==> src/rtl/enigma_char_stream.sv <==
// Character streaming stage between the host register file and the cipher core:
// input FIFO, one-at-a-time core sequencer with fixed latency, output FIFO.

module enigma_char_stream_fifo #(
  parameter int W     = 5,
  parameter int DEPTH = 16
) (
  input  logic                       clk,
  input  logic                       reset_n,
  input  logic                       clr,
  input  logic                       push,
  input  logic                       pop,
  input  logic [W-1:0]               din,
  output logic [W-1:0]               dout,
  output logic                       full,
  output logic                       empty,
  output logic [$clog2(DEPTH):0]     level
);
  localparam int AW = $clog2(DEPTH);

  logic [W-1:0] mem [DEPTH];
  logic [AW:0]  wp, rp;

  // clr empties the FIFO; callers never push in a clr cycle
  always_ff @(posedge clk) begin
    if (!reset_n || clr) begin
      wp <= '0;
      rp <= '0;
    end else begin
      if (push) wp <= wp + 1'b1;
      if (pop)  rp <= rp + 1'b1;
    end
  end

  always_ff @(posedge clk) begin
    if (push) mem[wp[AW-1:0]] <= din;
  end

  assign level = wp - rp;
  assign empty = (wp == rp);
  assign full  = (level == (AW+1)'(DEPTH));
  assign dout  = mem[rp[AW-1:0]];
endmodule

module enigma_char_stream #(
  parameter int CHAR_W    = 5,
  parameter int ALPHA     = 26,
  parameter int IN_DEPTH  = 16,
  parameter int OUT_DEPTH = 16,
  parameter int CORE_LAT  = 2,
  parameter int CNT_W     = 16
) (
  input  logic                          clk,
  input  logic                          reset_n,
  input  logic                          in_wr,
  input  logic [CHAR_W-1:0]             in_char,
  output logic                          in_full,
  output logic [$clog2(IN_DEPTH):0]     in_level,
  input  logic                          bypass,
  input  logic                          flush,
  input  logic                          clr_status,
  output logic                          core_req,
  output logic [CHAR_W-1:0]             core_char_in,
  input  logic [CHAR_W-1:0]             core_char_out,
  input  logic                          out_rd,
  output logic [CHAR_W-1:0]             out_char,
  output logic                          out_empty,
  output logic [$clog2(OUT_DEPTH):0]    out_level,
  output logic                          busy,
  output logic [CNT_W-1:0]              chars_done,
  output logic                          err_invalid,
  output logic                          err_overflow,
  output logic                          err_underflow
);
  localparam int          LCW     = $clog2(CORE_LAT + 1);
  localparam logic [31:0] ALPHA_U = 32'(ALPHA);

  typedef enum logic [1:0] {IDLE, ISSUE, WAIT, WRITE} state_t;

  state_t             state, state_nxt;
  logic [LCW-1:0]     lat_cnt;
  logic [CHAR_W-1:0]  hold;
  logic               drop_q;
  logic               hold_ld, cap, in_pop, out_push, out_pop, in_push;
  logic               in_empty, out_full;
  logic [CHAR_W-1:0]  in_dout, out_dout;
  logic               char_ok, set_inv, set_ovf, set_unf;

  assign char_ok = (32'(in_char) < ALPHA_U);
  assign set_inv = in_wr && !char_ok;
  assign set_ovf = in_wr && in_full;
  assign set_unf = out_rd && out_empty;
  assign in_push = in_wr && !in_full && char_ok && !flush;
  assign out_pop = out_rd && !out_empty;

  enigma_char_stream_fifo #(.W(CHAR_W), .DEPTH(IN_DEPTH)) u_in_fifo (
    .clk(clk), .reset_n(reset_n), .clr(flush),
    .push(in_push), .pop(in_pop), .din(in_char), .dout(in_dout),
    .full(in_full), .empty(in_empty), .level(in_level)
  );

  enigma_char_stream_fifo #(.W(CHAR_W), .DEPTH(OUT_DEPTH)) u_out_fifo (
    .clk(clk), .reset_n(reset_n), .clr(flush),
    .push(out_push), .pop(out_pop), .din(hold), .dout(out_dout),
    .full(out_full), .empty(out_empty), .level(out_level)
  );

  always_ff @(posedge clk) begin
    if (!reset_n) state <= IDLE;
    else          state <= state_nxt;
  end

  // Capture lands on the CORE_LAT-th edge after core_req rises
  always_comb begin
    state_nxt = state;
    hold_ld   = 1'b0;
    cap       = 1'b0;
    in_pop    = 1'b0;
    out_push  = 1'b0;
    core_req  = 1'b0;
    case (state)
      IDLE: begin
        if (!in_empty && !out_full && !flush) begin
          in_pop    = 1'b1;
          hold_ld   = 1'b1;
          state_nxt = bypass ? WRITE : ISSUE;
        end
      end
      ISSUE: begin
        core_req = 1'b1;
        if (CORE_LAT == 1) begin
          cap       = 1'b1;
          state_nxt = WRITE;
        end else begin
          state_nxt = WAIT;
        end
      end
      WAIT: begin
        if (lat_cnt == LCW'(1)) begin
          cap       = 1'b1;
          state_nxt = WRITE;
        end
      end
      WRITE: begin
        out_push  = !(flush || drop_q);
        state_nxt = IDLE;
      end
      default: state_nxt = IDLE;
    endcase
  end

  always_ff @(posedge clk) begin
    if (!reset_n) begin
      lat_cnt <= '0;
      hold    <= '0;
      drop_q  <= 1'b0;
    end else begin
      if (state == ISSUE)     lat_cnt <= LCW'(CORE_LAT - 1);
      else if (state == WAIT) lat_cnt <= lat_cnt - 1'b1;
      if (hold_ld)  hold <= in_dout;
      else if (cap) hold <= core_char_out;
      // a flush while the core is stepping discards that character's result
      if (state == IDLE) drop_q <= 1'b0;
      else if (flush)    drop_q <= 1'b1;
    end
  end

  always_ff @(posedge clk) begin
    if (!reset_n) begin
      chars_done    <= '0;
      err_invalid   <= 1'b0;
      err_overflow  <= 1'b0;
      err_underflow <= 1'b0;
    end else begin
      if (clr_status) chars_done <= CNT_W'(out_push);
      else if (out_push) chars_done <= chars_done + 1'b1;
      err_invalid   <= set_inv || (err_invalid   && !clr_status);
      err_overflow  <= set_ovf || (err_overflow  && !clr_status);
      err_underflow <= set_unf || (err_underflow && !clr_status);
    end
  end

  assign core_char_in = (state == ISSUE) ? hold : '0;
  assign out_char     = out_empty ? '0 : out_dout;
  assign busy         = (state != IDLE);
endmodule

==> config.mk <==
export PLATFORM = sky130hd
export DESIGN_NAME = enigma_char_stream
export DESIGN_NICKNAME = d
export VERILOG_FILES = /design/src/rtl/enigma_char_stream.sv
export SDC_FILE = /design/constraint.sdc
export NUM_CORES = 1
export LEC_CHECK = 0
export ABC_AREA = 0
export CAP_MARGIN = 25
export CORE_AREA = 3 3 125 127
export DETAILED_ROUTE_END_ITERATION = 6
export DIE_AREA = 0 0 128 130
export PLACE_DENSITY = 0.8
export SETUP_SLACK_MARGIN = 0.3
export SLEW_MARGIN = 20
export SYNTH_ARGS = -nofsm -noshare
export SYNTH_HDL_FRONTEND = slang
export SYNTH_SLANG_ARGS = --single-unit
==> constraint.sdc <==
create_clock -name clk -period 5.2 [get_ports clk]
set_clock_uncertainty 0.15 [all_clocks]
set_input_delay 1.04 -clock clk [delete_from_list [all_inputs] [get_ports clk]]
set_output_delay 1.04 -clock clk [all_outputs]
set_load 0.01 [all_outputs]
# Yosys cells after proc, flatten, opt, wreduce, memory -nomap -nowiden
# Memory sizes are Yosys's and may differ from the RTL's. A register that Yosys moved wholly into a read port is not among the register bits.
# Index checks and enable logic that the tools add are counted.
# totals
word_cells	97
register_bits	49
input_bits	17
mem_bits_rw	160
memories	2
output_inout_bits	43
# op_classes
n_bitwise	1
n_addsub	8
mux	26
n_eq_ne	10
reduce_logical	35
n_lt_le_gt_ge	1
# mem_list
memory	depth	width	rd	rd_clocked_by_memory_dff	wr	line	text
u_in_fifo.mem	16	5	1	1	1	21	logic [W-1:0] mem [DEPTH];
u_out_fifo.mem	16	5	1	1	1	21	
# op_table
operator	n
$add 5x1->5 const B	4
$mux 5	4
$add 16x1->16 const B	1
$mux 4	4
$mux 1	14
$logic_and 1x1->1	12
$eq 5x5->1	2
$eq 5x5->1 const B	2
$sub 5x5->5	2
$logic_not 1->1	9
$pmux 2 s4	1
$reduce_bool 2->1	4
$mux 2	3
$reduce_or 2->1	3
$logic_or 1x1->1	5
$lt 5x5->1 const B	1
$eq 2x1->1 const B	2
$eq 2x2->1 const B	2
$ne 2x2->1 const B	2
$logic_not 2->1	1
$reduce_and 2->1	1
$sub 2x1->2 const B	1
$not 1->1	1

# Depth between registers and ports, before layout
# Gate-level depths: netlist of the first run.
# depth
depth_word	9
depth_mapped	11
depth_no_buf	10

# Cells and area by module
# A second synthesis of the first run with hierarchy kept.
# hier_totals
cells_unflattened	617
hier_area_um2	9145.0
# by_module_without_submodules
mod	instances	area_per_inst_um2	seq_area_each_um2	cells_per_inst
enigma_char_stream_fifo (u_in_fifo)	1	3841.2	2682.6	224
enigma_char_stream_fifo (u_out_fifo)	1	3837.4	2682.6	224
enigma_char_stream	1	1466.4	580.6	169

# Worst setup path after synthesis of the first run
# Ideal clock, no wire load.
# synth_timing
kind	register to output
start	reg u_in_fifo.wp[0]
end	out in_full
slack_ps	2077
n_path_buf	0
required_time_ps	4010
path_stages_with_launch	7
t_arrival_ps	1933
cell_sequence	dfxtp_1 -> inv_1 -> ha_1 -> fa_1 -> inv_1 -> or3_4 -> nor3_1
# synth_between
elab_chain_len	2
# synth_rtl
item	line	text
start, declared	22	logic [AW:0] wp, rp;
start signal, assigned	30	if (push) wp <= wp + 1'b1;
$sub 5x5->5	39	assign level = wp - rp;
named net in_level[1]	58	output logic [$clog2(IN_DEPTH):0] in_level,
$eq 5x5->1	41	assign full = (level == (AW+1)'(DEPTH));
end, declared	57	output logic in_full,
# The timed path passes the listed nets, and every way through them passes these cells.

# Worst setup path in the final report of the first run
# layout_timing
start	reg u_in_fifo.wp[0]
end	out in_full
# layout_between
elab_chain_len	2
# layout_rtl
item	line
$sub 5x5->5	39
$eq 5x5->1	41
# No other way between the ends.

==> results of run 1 <==
registers in the layout, summed over array words and instances, names as in the netlist, named ones only:
register,cells
u_out_fifo.rp,5
u_out_fifo.wp,5
u_out_fifo.mem,80
lat_cnt,2
u_in_fifo.mem,80
err_overflow,1
err_invalid,1
drop_q,1
chars_done,16
state,2
u_in_fifo.wp,5
hold,5
u_in_fifo.rp,5
err_underflow,1
worst register-to-register path: cells and delay by family, from the launching register on:
kind                     cells  cell delay [ns]
XOR/XNOR                     1             0.32
AO/OA/AOI/OAI                2             0.57
AND/OR/NAND/NOR              2             0.57
buffers and inverters        2             0.24
adder cells (fa/ha/maj)      2             0.61
flip-flops                   1             0.42
cells in the mapped netlist, types with 7 or more instances:
cell type  count
o21ai_0       14
nor3_1         8
edfxtp_1     160
xnor2_1       13
mux4_2        45
clkbuf_1      12
mux2i_1       10
inv_1         22
nor2_1        52
a21oi_1       16
nand4_1        9
nor2b_1       20
and3_1        17
dfxtp_1       57
nand2_1       27
xor2_1        18
and2_1         7
a22o_1        10
ha_1          24
nand2b_1       7
kinds of logic (layout without fill, tap and decap cells):
logic type                 after synthesis  in the layout
xor gates and xnor gates                32             32
and+or+nand+nor                        166            166
DFF                                    217            217
AOI/OAI and AO/OA                       55             55
buffers and inverters                   46            133
muxes                                   60             60
adders and majority gates               26             26
through the flow:
step | std cells | power, mW | util, % | setup WS, ns
floorplan | 602 | 2.08 | - | 2.08
detailed placement | 832 | 2.19 | 68.6 | 1.56
global placement | 832 | 2.18 | 68.6 | 1.59
CTS | 873 | 3.78 | 73.8 | 1.03
finish | 873 | 3.76 | 73.8 | 1.04
global route | 873 | 3.88 | 73.8 | 0.898
power groups by stage:
stage | registers, mW | clock network [mW] | logic (mW)
finish | 1.92 | 1.61 | 0.235
global route | 1.92 | 1.70 | 0.259
CTS | 1.92 | 1.62 | 0.237
detailed placement | 1.96 | 0 | 0.235
global placement | 1.95 | 0 | 0.229
floorplan | 1.94 | 0 | 0.143
layer usage:
metal	part of all wire [%]	GRT usage, %	vias up
met1	40	30.6	2629
met5	0	0	-
met2	51	41.0	182
li1	-	-	2405
met3	5.5	4.87	40
met4	3.1	8.49	0
layout by cell type, fill, tap and decap left out, types with 8 or more instances in the layout:
cell,count
xnor2_1,13
ha_1,24
mux4_2,45
mux2i_1,10
a22o_1,10
nand2_1,27
xor2_1,18
a21oi_1,16
inv_1,22
dfxtp_1,57
edfxtp_1,160
clkbuf_16,23
nor2_1,52
clkdlybuf4s50_1,59
and3_1,17
nor2b_1,20
nor3_1,8
buf_4,8
o21ai_0,14
nand4_1,9
worst min-delay path by stage:
stage,cells past startpoint,slack (ns),end,startpoint
CTS,1,0.34,lat_cnt[0]$_SDFFE_PN0P_,lat_cnt[0]$_SDFFE_PN0P_
detailed placement,1,0.34,lat_cnt[0]$_SDFFE_PN0P_,lat_cnt[0]$_SDFFE_PN0P_
floorplan,1,0.29,lat_cnt[0]$_SDFFE_PN0P_,lat_cnt[0]$_SDFFE_PN0P_
global placement,1,0.30,lat_cnt[0]$_SDFFE_PN0P_,lat_cnt[0]$_SDFFE_PN0P_
global route,1,0.37,lat_cnt[0]$_SDFFE_PN0P_,lat_cnt[0]$_SDFFE_PN0P_
finish,1,0.34,lat_cnt[0]$_SDFFE_PN0P_,lat_cnt[0]$_SDFFE_PN0P_
area by class of cell:
class	instances	share of cell area, %
flip-flops and latches	217	55.4
inverters	25	0.886
well taps	184	2.15
multi-input cells	339	28.5
repair buffers	67	6.06
clock inverters	10	1.03
clock buffers	31	6.02
==> impl_metrics.ini, run 1 <==
[die]
start_util_pct = 63.3
fp.dieArea_um2 = 16600
die_w_um = 128
pin_count = 60
fp.dieH_um = 130
core_um2 = 14500
num_rows = 44

[timing]
tightestPinTransition_ns = 0.954
hold_viol_final = 0
fmax_mhz = 241
period_share_pct = 79.9
rsz0062_at_grt = no
whs_ns = 0.344
finalSetupTns_ns = 0
slew_headroom_pct = 36.3
drv_slew = 0
setup_violations = 0
min_period_ns = 4.16

[run_status]
status = completed

[routing]
routedWlPerCell_um = 22.2
drtAntennaViolNets = 0
routed_wl_um = 19400
drt_iter0_markers = 397
via_per_inst = 6.02
vias = 5256
drt_first_pass_iters = 4
drcViolationCount = 0

[yosys]
synthAdderAreaFrac_pct = 3.70
yosysTopAreaCell = edfxtp_1
synth_area_leaders = edfxtp_1 52%, dfxtp_1 12%, mux4_2 11%, ha_1 3.3%, nor2_1 2.1%
synthCells = 602
synth-main-ff-cell = edfxtp_1
yosysSeqAreaShare_pct = 64.6
synthArstFlopShare_pct = 0
synth_xor_area_share_pct = 3.13
ys_warn_count = 0
yosysTopAreaCellShare_pct = 52.2
synth_nets = 645
synth.avg_cell_area_um2 = 15.3
netlist_area_um2 = 9200
synth_top_family_by_area = multiplexers
ys_ff_latch = 217
ys_types = 52
synth.area.mux_share_pct = 12.7
synth-edff-count = 160
synth_compound_area_share_pct = 4.42
yosys.area_share.simple_pct = 9.22

[critical_path]
crit_slowest_cell = clkdlybuf4s50_1
worstSetupPathType = reg -> out
rr_startpoint = u_in_fifo.wp[0]$_SDFFE_PP0P_
crit_end = in_full
worst_r2r_path_depth = 9
r2r-end = u_in_fifo.mem[2][0]$_DFFE_PP_
cpPeakStageDelay_ns = 0.58
rrSetupSlack_ns = 2.00
cpLargestDelayFamily = buffers and inverters
cp_data_arrival_time_ns = 2.97
critPathMaxFanout = 5
critical_path_buf_inv_count = 3
critPathCaptureType = output pin
startpoint_type = flip-flop
worstSetupStartpoint = u_in_fifo.wp[0]$_SDFFE_PP0P_
cp_cell_sequence = inv_1 -> ha_1 -> fa_1 -> inv_1 -> or3_4 -> nor3_1 -> clkdlybuf4s50_1
cp_num_cells = 7
cp.required_ns = 4.01
crit_top_cell = inv_1

[final_layout]
drive_gt1_share_pct = 15.8
nets = 716
fill_cells = 868
synthToLayoutAreaGrowth_pct = 16.6
stdcell_area_um2 = 10700
final-seq-area_um2 = 5950
multiInputGateArea_um2 = 3050
num_antenna_cells = 0

[global_route]
antenna_found_initial = 0
overflow = 0
grt.total_usage_pct = 23.9
grt_pass1_wl_um = 30300
grt_pass1_vias = 5458
grt_max_degree = 23

[pwr]
p_clk_share_pct = 42.7
power.net_switching_mw = 0.800
power.internal_mw = 2.96
p_seq_share_pct = 51.0
combinationalPowerShare_pct = 6.3
cellPowerDensity_nw_per_um2 = 351
peakVddDrop_mv = 0.308
leakage_nw = 3.71
switching_share_pct = 21.3

[worst_hold_path]
worst_hold_path_type = reg -> reg

[place]
hpwl_um = 13500
numPortBuffers = 59
place_area_um2 = 9970
gp_congestion = 0.847

[clocking]
cts_buffers = 23
cts_tree = built
htreeDepth = 1
post_cts_buffers = 0
clk_latency_ns = 0.49
cts_resized = 0
postCtsHoldBufs = 0
cts-root-buf = clkbuf_16
clk_path_buf_depth = 3
clk_pin_slew_ns = 0.06
clkSinkCount = 217

[job]
cap_violations = 0
(Power assumes the default switching activity.)
==> inputs of run 2 (changes only) <==
CORE_AREA = 3 3 129 131   (was 3 3 125 127)
DIE_AREA = 0 0 132 134   (was 0 0 128 130)
PLACE_DENSITY = 0.76   (was 0.8)
clock period = 3.9 ns   (was 5.2 ns; I/O delays follow)
==> run 2 against run 1 <==
  * Core utilization fell by 4.9 points
  * Sequential power up 33%
  * Combinational power up 37%
  * Die area increased by 6.3%
  * Highest routed layer unchanged
  * Worst setup slack got worse by 0.60 ns
==> impl_metrics.ini, run 2 (synthesis gave the netlist of run 1 again) <==
[global_route]
grt.total_usage_pct = 21.3
grt_pass1_vias = 5491
antenna_found_initial = 0
grt_max_degree = 22
overflow = 0
grt_pass1_wl_um = 29800

[run_status]
status = completed

[timing]
hold_viol_final = 0
fmax_mhz = 289
setup_violations = 0
tightestPinTransition_ns = 0.939
min_period_ns = 3.46
rsz0062_at_grt = no
drv_slew = 0
period_share_pct = 88.7
slew_headroom_pct = 37.3
finalSetupTns_ns = 0

[critical_path]
rrSetupSlack_ns = 0.92
cp_num_cells = 9
cpLargestDelayFamily = adder cells
crit_slowest_cell = fa_1
critPathCaptureType = output pin
r2r-end = u_in_fifo.mem[10][4]$_DFFE_PP_
critPathMaxFanout = 5
critical_path_buf_inv_count = 3
cp_data_arrival_time_ns = 2.53
worst_r2r_path_depth = 9
crit_end = in_full
cp_cell_sequence = inv_1 -> ha_1 -> fa_1 -> nand2b_1 -> a21oi_2 -> xor2_2 -> buf_4 -> nor3_4 -> clkbuf_2
cpPeakStageDelay_ns = 0.39
rr_startpoint = u_in_fifo.wp[0]$_SDFFE_PP0P_
cp.required_ns = 2.97
startpoint_type = flip-flop
worstSetupPathType = reg -> out
worstSetupStartpoint = u_in_fifo.wp[0]$_SDFFE_PP0P_

[place]
gp_congestion = 0.828
dp.cells = 868
hpwl_um = 12700
numPortBuffers = 59

[pwr]
peakVddDrop_mv = 0.382
finalPower_mw = 4.88
cellPowerDensity_nw_per_um2 = 450
power.net_switching_mw = 1.05
p_clk_share_pct = 41.1
power.internal_mw = 3.83
leakage_nw = 3.86
p_seq_share_pct = 52.3
combinationalPowerShare_pct = 6.6
switching_share_pct = 21.6

[final_layout]
fill_cells = 1032
nets = 722
drive_gt1_share_pct = 17.7
final_common_cell = edfxtp_1
final_cell_mix = 160 x edfxtp_1, 55 x dfxtp_1, 52 x nor2_1, 51 x clkdlybuf4s50_1, 45 x mux4_2
synthToLayoutAreaGrowth_pct = 17.8
num_antenna_cells = 0
final_cells = 911
utilization_pct = 69.0

[worst_hold_path]
worst_hold_path_type = reg -> reg
holdCritStartpoint = lat_cnt[0]$_SDFFE_PN0P_
min_delay_path_depth = 1

[die]
core_um2 = 15700
die_w_um = 132
fp.dieArea_um2 = 17700
pin_count = 60
fp.dieH_um = 134
start_util_pct = 58.5
num_rows = 46

[clocking]
cts_buffers = 22
clk_pin_slew_ns = 0.06
cts_tree = built
cts-root-buf = clkbuf_16
postCtsHoldBufs = 0
clk_latency_ns = 0.49
clkSinkCount = 217
htreeDepth = 1
clk_path_buf_depth = 3

[routing]
drt_iter0_markers = 414
drcViolationCount = 0
routed_wl_um = 18600
routedWlPerCell_um = 20.4
drt_first_pass_iters = 4
drtAntennaViolNets = 0
vias = 5211
via_per_inst = 5.72

[job]
cap_violations = 0
## run 2: cell count changes in the layout (fill, tap and decap cells not counted), moves of 5 or more
cell | previous run | this run
buf_4 | 8 | 13
dlymetal6s2s_1 | 0 | 5
clkinv_2 | 5 | 11
clkdlybuf4s50_1 | 59 | 51
## run 2: what timing repair did
action	CTS	global route
hold endpoints to repair	0	0
gates cloned	0	1
gates resized for setup	10	9
buffers inserted	2	0
setup endpoints to repair	9	6
## run 2: power groups by stage
stage | clock, mW | sequential (mW) | combinational, mW
6_report | 2.01 | 2.55 | 0.323
5_1_grt | 2.13 | 2.56 | 0.358
4_1_cts | 2.05 | 2.55 | 0.324
3_5_place_dp | 0 | 2.60 | 0.321
3_3_place_gp | 0 | 2.60 | 0.305
2_1_floorplan | 0 | 2.59 | 0.191
## run 2: how the worst min path moves through the flow
stage | endpoint | slack (ns)
2_1_floorplan | lat_cnt[0]$_SDFFE_PN0P_ | 0.29
3_3_place_gp | lat_cnt[0]$_SDFFE_PN0P_ | 0.30
3_5_place_dp | lat_cnt[0]$_SDFFE_PN0P_ | 0.32
4_1_cts | lat_cnt[0]$_SDFFE_PN0P_ | 0.33
5_1_grt | lat_cnt[0]$_SDFFE_PN0P_ | 0.37
6_report | lat_cnt[0]$_SDFFE_PN0P_ | 0.34
## run 2: per-layer routing
metal | vias up | routed length [um] | track usage (%)
met5 | - | 0 | 0
met4 | 0 | 522 | 7.58
met3 | 40 | 997 | 3.41
met2 | 157 | 9790 | 37.2
met1 | 2600 | 7280 | 27.4
li1 | 2414 | - | -
## run 2: per-stage QoR
| stage | area, um2 | setup slack (ns) | hold WS [ns] |
|---|---|---|---|
| finish | 10800 | 0.440 | 0.336 |
| detailed placement | 10000 | 0.473 | 0.324 |
| floorplan | 9200 | 1.04 | 0.288 |
| global placement | 10000 | 0.555 | 0.301 |
| global route | 10800 | 0.293 | 0.374 |
| CTS | 10800 | 0.225 | 0.335 |
## run 2: layout make-up
type / count / area, um2 / share of cell area, %
multi-input combinational: 339 / 3080 / 28.4
tap: 216 / 270 / 2.49
clock inverter: 11 / 58.8 / 0.543
clock buffer: 29 / 649 / 5.99
sequential: 217 / 5950 / 54.9
inverter: 25 / 95.1 / 0.877
timing repair buffer: 74 / 738 / 6.81
